File: config.mk
export PLATFORM = sky130hd
export DESIGN_NAME = fpga_spi_cfg_host
export DESIGN_NICKNAME = d
export VERILOG_FILES = /design/src/rtl/fpga_spi_cfg_host.sv
export SDC_FILE = /design/constraint.sdc
export NUM_CORES = 1
export LEC_CHECK = 0
export BUFFER_PORTS_ARGS = -buffer_cell sky130_fd_sc_hd__buf_2
export CAP_MARGIN = 40
export CORE_UTILIZATION = 40
export CTS_CLUSTER_SIZE = 25
export DETAILED_ROUTE_END_ITERATION = 7
export PLACE_DENSITY_LB_ADDON = 0.05
export SLEW_MARGIN = 10
export SYNTH_ARGS = -nofsm -noshare
export SYNTH_HDL_FRONTEND = slang
export SYNTH_SLANG_ARGS = --single-unit
export TNS_END_PERCENT = 1
File: constraint.sdc
create_clock -name clk_i -period 2.15 [get_ports clk_i]
set_input_delay 0.1075 -clock clk_i [delete_from_list [all_inputs] [get_ports clk_i]]
set_output_delay 0.1075 -clock clk_i [all_outputs]
set_load 0.02 [all_outputs]
File: src/rtl/fpga_spi_cfg_host.sv
// fpga_spi_cfg_host: SPI mode-0 host streaming bitstream bytes into an FPGA config slave,
// returning miso bytes and reporting done once the FPGA's config_busy drops.
module fpga_spi_cfg_host #(
    parameter int CLK_DIV  = 2,
    parameter int CS_SETUP = 2,
    parameter int CS_HOLD  = 2
) (
    input  logic       clk_i,
    input  logic       rst_i,
    input  logic [7:0] s_data_i,
    input  logic       s_valid_i,
    input  logic       s_last_i,
    output logic       s_ready_o,
    output logic [7:0] rx_data_o,
    output logic       rx_valid_o,
    output logic       sclk_o,
    output logic       cs_n_o,
    output logic       mosi_o,
    input  logic       miso_i,
    input  logic       config_busy_i,
    output logic       busy_o,
    output logic       done_o
);
    typedef enum logic [2:0] {IDLE, SETUP, SHIFT, NEXT, HOLD, WAIT_CFG} state_t;

    localparam logic [15:0] DIV_T   = 16'(CLK_DIV - 1);
    localparam logic [15:0] SETUP_T = 16'(CS_SETUP - 1);
    localparam logic [15:0] HOLD_T  = 16'(CS_HOLD - 1);

    state_t      r_state, w_next;
    logic [15:0] r_cnt;
    logic [3:0]  r_tog;
    logic [7:0]  r_tx, r_rx;
    logic        r_last;
    logic        w_accept, w_tick, w_byte_end;

    assign s_ready_o  = (r_state == IDLE) || (r_state == NEXT);
    assign w_accept   = s_valid_i && s_ready_o;
    assign w_tick     = (r_state == SHIFT) && (r_cnt == DIV_T);
    assign w_byte_end = w_tick && (r_tog == 4'd15);

    always_comb begin
        w_next = r_state;
        case (r_state)
            IDLE:     w_next = w_accept ? SETUP : IDLE;
            SETUP:    w_next = (r_cnt == SETUP_T) ? SHIFT : SETUP;
            SHIFT:    w_next = w_byte_end ? (r_last ? HOLD : NEXT) : SHIFT;
            NEXT:     w_next = w_accept ? SHIFT : NEXT;
            HOLD:     w_next = (r_cnt == HOLD_T) ? WAIT_CFG : HOLD;
            WAIT_CFG: w_next = config_busy_i ? WAIT_CFG : IDLE;
            default:  w_next = IDLE;
        endcase
    end

    always_ff @(posedge clk_i) begin
        if (rst_i) r_state <= IDLE;
        else       r_state <= w_next;
    end

    always_ff @(posedge clk_i) begin
        if (rst_i) begin
            r_cnt      <= '0;
            r_tog      <= '0;
            r_tx       <= '0;
            r_rx       <= '0;
            r_last     <= 1'b0;
            rx_data_o  <= '0;
            rx_valid_o <= 1'b0;
            sclk_o     <= 1'b0;
            cs_n_o     <= 1'b1;
            mosi_o     <= 1'b0;
            busy_o     <= 1'b0;
            done_o     <= 1'b0;
        end else begin
            rx_valid_o <= 1'b0;
            done_o     <= 1'b0;
            // one counter serves the setup/hold timers and the sclk divider
            r_cnt      <= (w_next != r_state || w_tick) ? '0 : r_cnt + 16'd1;
            if (w_accept) begin
                r_tx   <= {s_data_i[6:0], 1'b0};
                mosi_o <= s_data_i[7];
                r_last <= s_last_i;
                cs_n_o <= 1'b0;
                busy_o <= 1'b1;
            end
            if (w_tick) begin
                sclk_o <= ~sclk_o;
                r_tog  <= r_tog + 4'd1;
                if (!sclk_o) begin
                    r_rx <= {r_rx[6:0], miso_i};
                end else if (r_tog != 4'd15) begin
                    mosi_o <= r_tx[7];
                    r_tx   <= {r_tx[6:0], 1'b0};
                end else begin
                    rx_data_o  <= r_rx;
                    rx_valid_o <= 1'b1;
                end
            end
            if (r_state == HOLD && r_cnt == HOLD_T) begin
                cs_n_o <= 1'b1;
                mosi_o <= 1'b0;
            end
            if (r_state == WAIT_CFG && !config_busy_i) begin
                done_o <= 1'b1;
                busy_o <= 1'b0;
            end
        end
    end
endmodule

==> results_dict.tcl <==
set metrics [dict create \
    rows 28 \
    synth_cells 251 \
    yosys_most_used_dff "dfxtp_1" \
    final_common_cell "dfxtp_1" \
    post_drt_wl_per_cell_um 12.8 \
    min_period_over_period_pct 91.7 \
    antenna_found_initial 0 \
    drtAntennaViolNets 0 \
    final_nets 299 \
    syn-num-nets 268 \
    p_clk_share_pct 32.1 \
    htree_levels 2 \
    fill_cells 581 \
    syn_area_um2 2460 \
    crit_fanout 16 \
    yosys_warnings 0 \
    synth-async-reset-ratio_pct 0 \
    wl_mm 4.57 \
    slew_viol_final 0 \
    required_ps 2360 \
    switching_share_pct 27.9 \
    fin_setup_tns_ps 0 \
    first_iter_violations 72 \
    grt_pass1_vias 1609 \
    final_cell_mix "dfxtp_1 (54), nor2_1 (45), buf_2 (28)" \
    ff_latch_area_um2 1080 \
    endpoint_kind "flop" \
    fin_skew_ps 10.7 \
    die_h_um 80.4 \
    clk-insertion-delay-late_ps 310 \
    switchingPower_mw 0.605 \
    timing.slew.headroom_pct 70.2 \
    fmax_ghz 0.507 \
    synth_largest_area_cell "dfxtp_1" \
    synth_edf_count 0 \
    seq_power_share_pct 49.7 \
    grt_start_max_net_pins 28 \
    diodes 0 \
    cts.path.max_buffers 2 \
    ys_ff_latch 54 \
    boundaryPins 29 \
    grt_pass1_wl_mm 7.92 \
    grt_use_total_pct 15.8 \
    synth_area_leaders "dfxtp_1 (44%), mux2i_1 (10%), nor2_1 (6.9%)" \
    overflow 0 \
    max-vdd-ir-drop_uv 361 \
    port-buffer-count 28 \
    first_pass_iters 4 \
    root_buffer "clkbuf_8" \
    viasPerCell 4.85 \
    die-area_um2 6470 \
    drive_above_1_share_pct 24.4 \
    core_um2 5920 \
    dpl.hpwl_mm 3.11 \
    numCtsBuffers 5 \
    syn_area_per_cell_um2 9.80 \
    maxCapViolations 0 \
    hold_path.class "in -> reg" \
    route.detailed.drc 0 \
    rsz0062_at_grt "false" \
    whs_ps 20.2 \
    finalHoldViolations 0 \
    start_util_pct 41.5 \
    status "finished clean" \
    start_kind "flop" \
    ys_types 45 \
    cp_data_arrival_time_ps 2180 \
    cts_tree "done" \
    die_w_um 80.4 \
    synth_top_area_share_pct 43.9 \
    p_int_mw 1.57 \
    setup-violations-final 0 \
    area_growth_pct 14.9 \
    power_density_nw_per_um2 769 \
    worst_slew_pin_slew_ps 446 \
    crit_type "reg -> reg" \
    multi_input_comb_area_um2 1290 \
    clkSinkCount 54 \
    place_congestion 0.703 \
    clkSlewWorstSetupHoldPaths_ps 100 \
    leakagePower_nw 1.12 \
    via_count 1738 \
    fin_crit_ps 1970 \
    hold_buffers 0 \
    yosysSeqAreaShare_pct 43.9 \
    share_comb_of_total_power_pct 18.2 \
]
==> worst max-delay path: stages, from the launching register on <==
cell and delay (ps):
dfxtp_1 340, inv_1 60, ha_1 140, nor4b_4 300, and4_1 290, mux2_4 330
a31oi_4 180, buf_12 180, nor2_1 60
==> final cells by class <==
cell class	instances	area share (%)
sequential	54	38.3
clock buffer	5	2.44
inverter	5	0.664
tap	75	3.32
timing repair buffer	37	7.79
multi-input combinational	179	45.8
clock inverter	3	1.68
==> kinds of logic (layout without fill, tap and decap cells) <==
| logic type | after synthesis | in the layout | share of synthesized area, % |
|---|---|---|---|
| muxes | 26 | 26 | 10.8 |
| DFF | 54 | 54 | 43.9 |
| buffers and inverters | 18 | 50 | 3.61 |
| and+or+nand+nor | 107 | 107 | 25.8 |
| AOI/OAI and AO/OA | 24 | 24 | 7.53 |
| adders and majority gates | 3 | 3 | 1.53 |
| xor gates and xnor gates | 19 | 19 | 6.77 |
==> final timing paths <==
check | depth (start not counted) | start | to | slack [ps]
worst max-delay path | 8 | r_cnt[1]$_SDFF_PP0_ | r_cnt[14]$_SDFF_PP0_ | 180
worst min-delay path | 3 | s_last_i | r_last$_SDFFE_PP0N_ | 20
worst max register to register | 8 | r_cnt[1]$_SDFF_PP0_ | r_cnt[14]$_SDFF_PP0_ | 180
worst min register to register | 2 | cs_n_o$_SDFFE_PP1N_ | cs_n_o$_SDFFE_PP1N_ | 480
==> registers in the layout, indices dropped and copies added (netlist names) <==
signal,flops
r_rx,8
rx_valid_o,1
rx_data_o,8
r_cnt,16
sclk_o,1
mosi_o,1
r_tog,4
r_last,1
done_o,1
busy_o,1
r_state,3
cs_n_o,1
r_tx,8
==> synthesized netlist by cell type, types with 2 or more instances <==
cell type / count
buf_2: 4
nor4_4: 2
and3_1: 3
nand2b_1: 4
buf_6: 2
nor2_1: 45
dfxtp_1: 54
nand3_1: 7
ha_1: 3
mux2i_1: 25
nor3b_1: 2
xnor2_1: 8
a21oi_1: 5
nand4_1: 3
clkbuf_1: 5
nor2_2: 10
xor2_1: 11
nor3_1: 5
and4_1: 3
a211oi_1: 8
nand2_1: 12
inv_1: 4
o21ai_0: 2
and2_1: 2
nor3_4: 2
==> through the flow <==
stage	instance area [um^2]	worst slack (ps)	power (mW)	util (%)	std cells
floorplan	2460	122	1.40	-	251
global placement	2700	199	1.50	45.7	350
detailed placement	2700	176	1.50	45.7	350
CTS	2820	161	2.21	47.6	358
global route	2830	2.84	2.30	47.7	358
finish	2830	179	2.17	47.7	358
==> power groups by stage <==
stage | Clock (mW) | Sequential (mW) | Combinational (mW)
2_1_floorplan | 0 | 1.10 | 0.302
3_3_place_gp | 0 | 1.10 | 0.395
3_5_place_dp | 0 | 1.10 | 0.395
4_1_cts | 0.733 | 1.08 | 0.397
5_1_grt | 0.772 | 1.09 | 0.436
6_report | 0.698 | 1.08 | 0.394
==> per-layer routing <==
metal	part of all wire [%]	wire length, um	global-route usage, %	vias to the layer above
met5	0	0	0	-
met4	0.96	44	5.36	0
met3	4.1	187	4.32	5
met2	41	1890	22.0	26
met1	54	2450	23.1	776
li1	-	-	-	931
==> repair_timing <==
item,CTS,global route
resized for setup,0,1
setup buffers,0,0
setup endpoints to repair,0,1
Power figures use the tool's default switching activity.
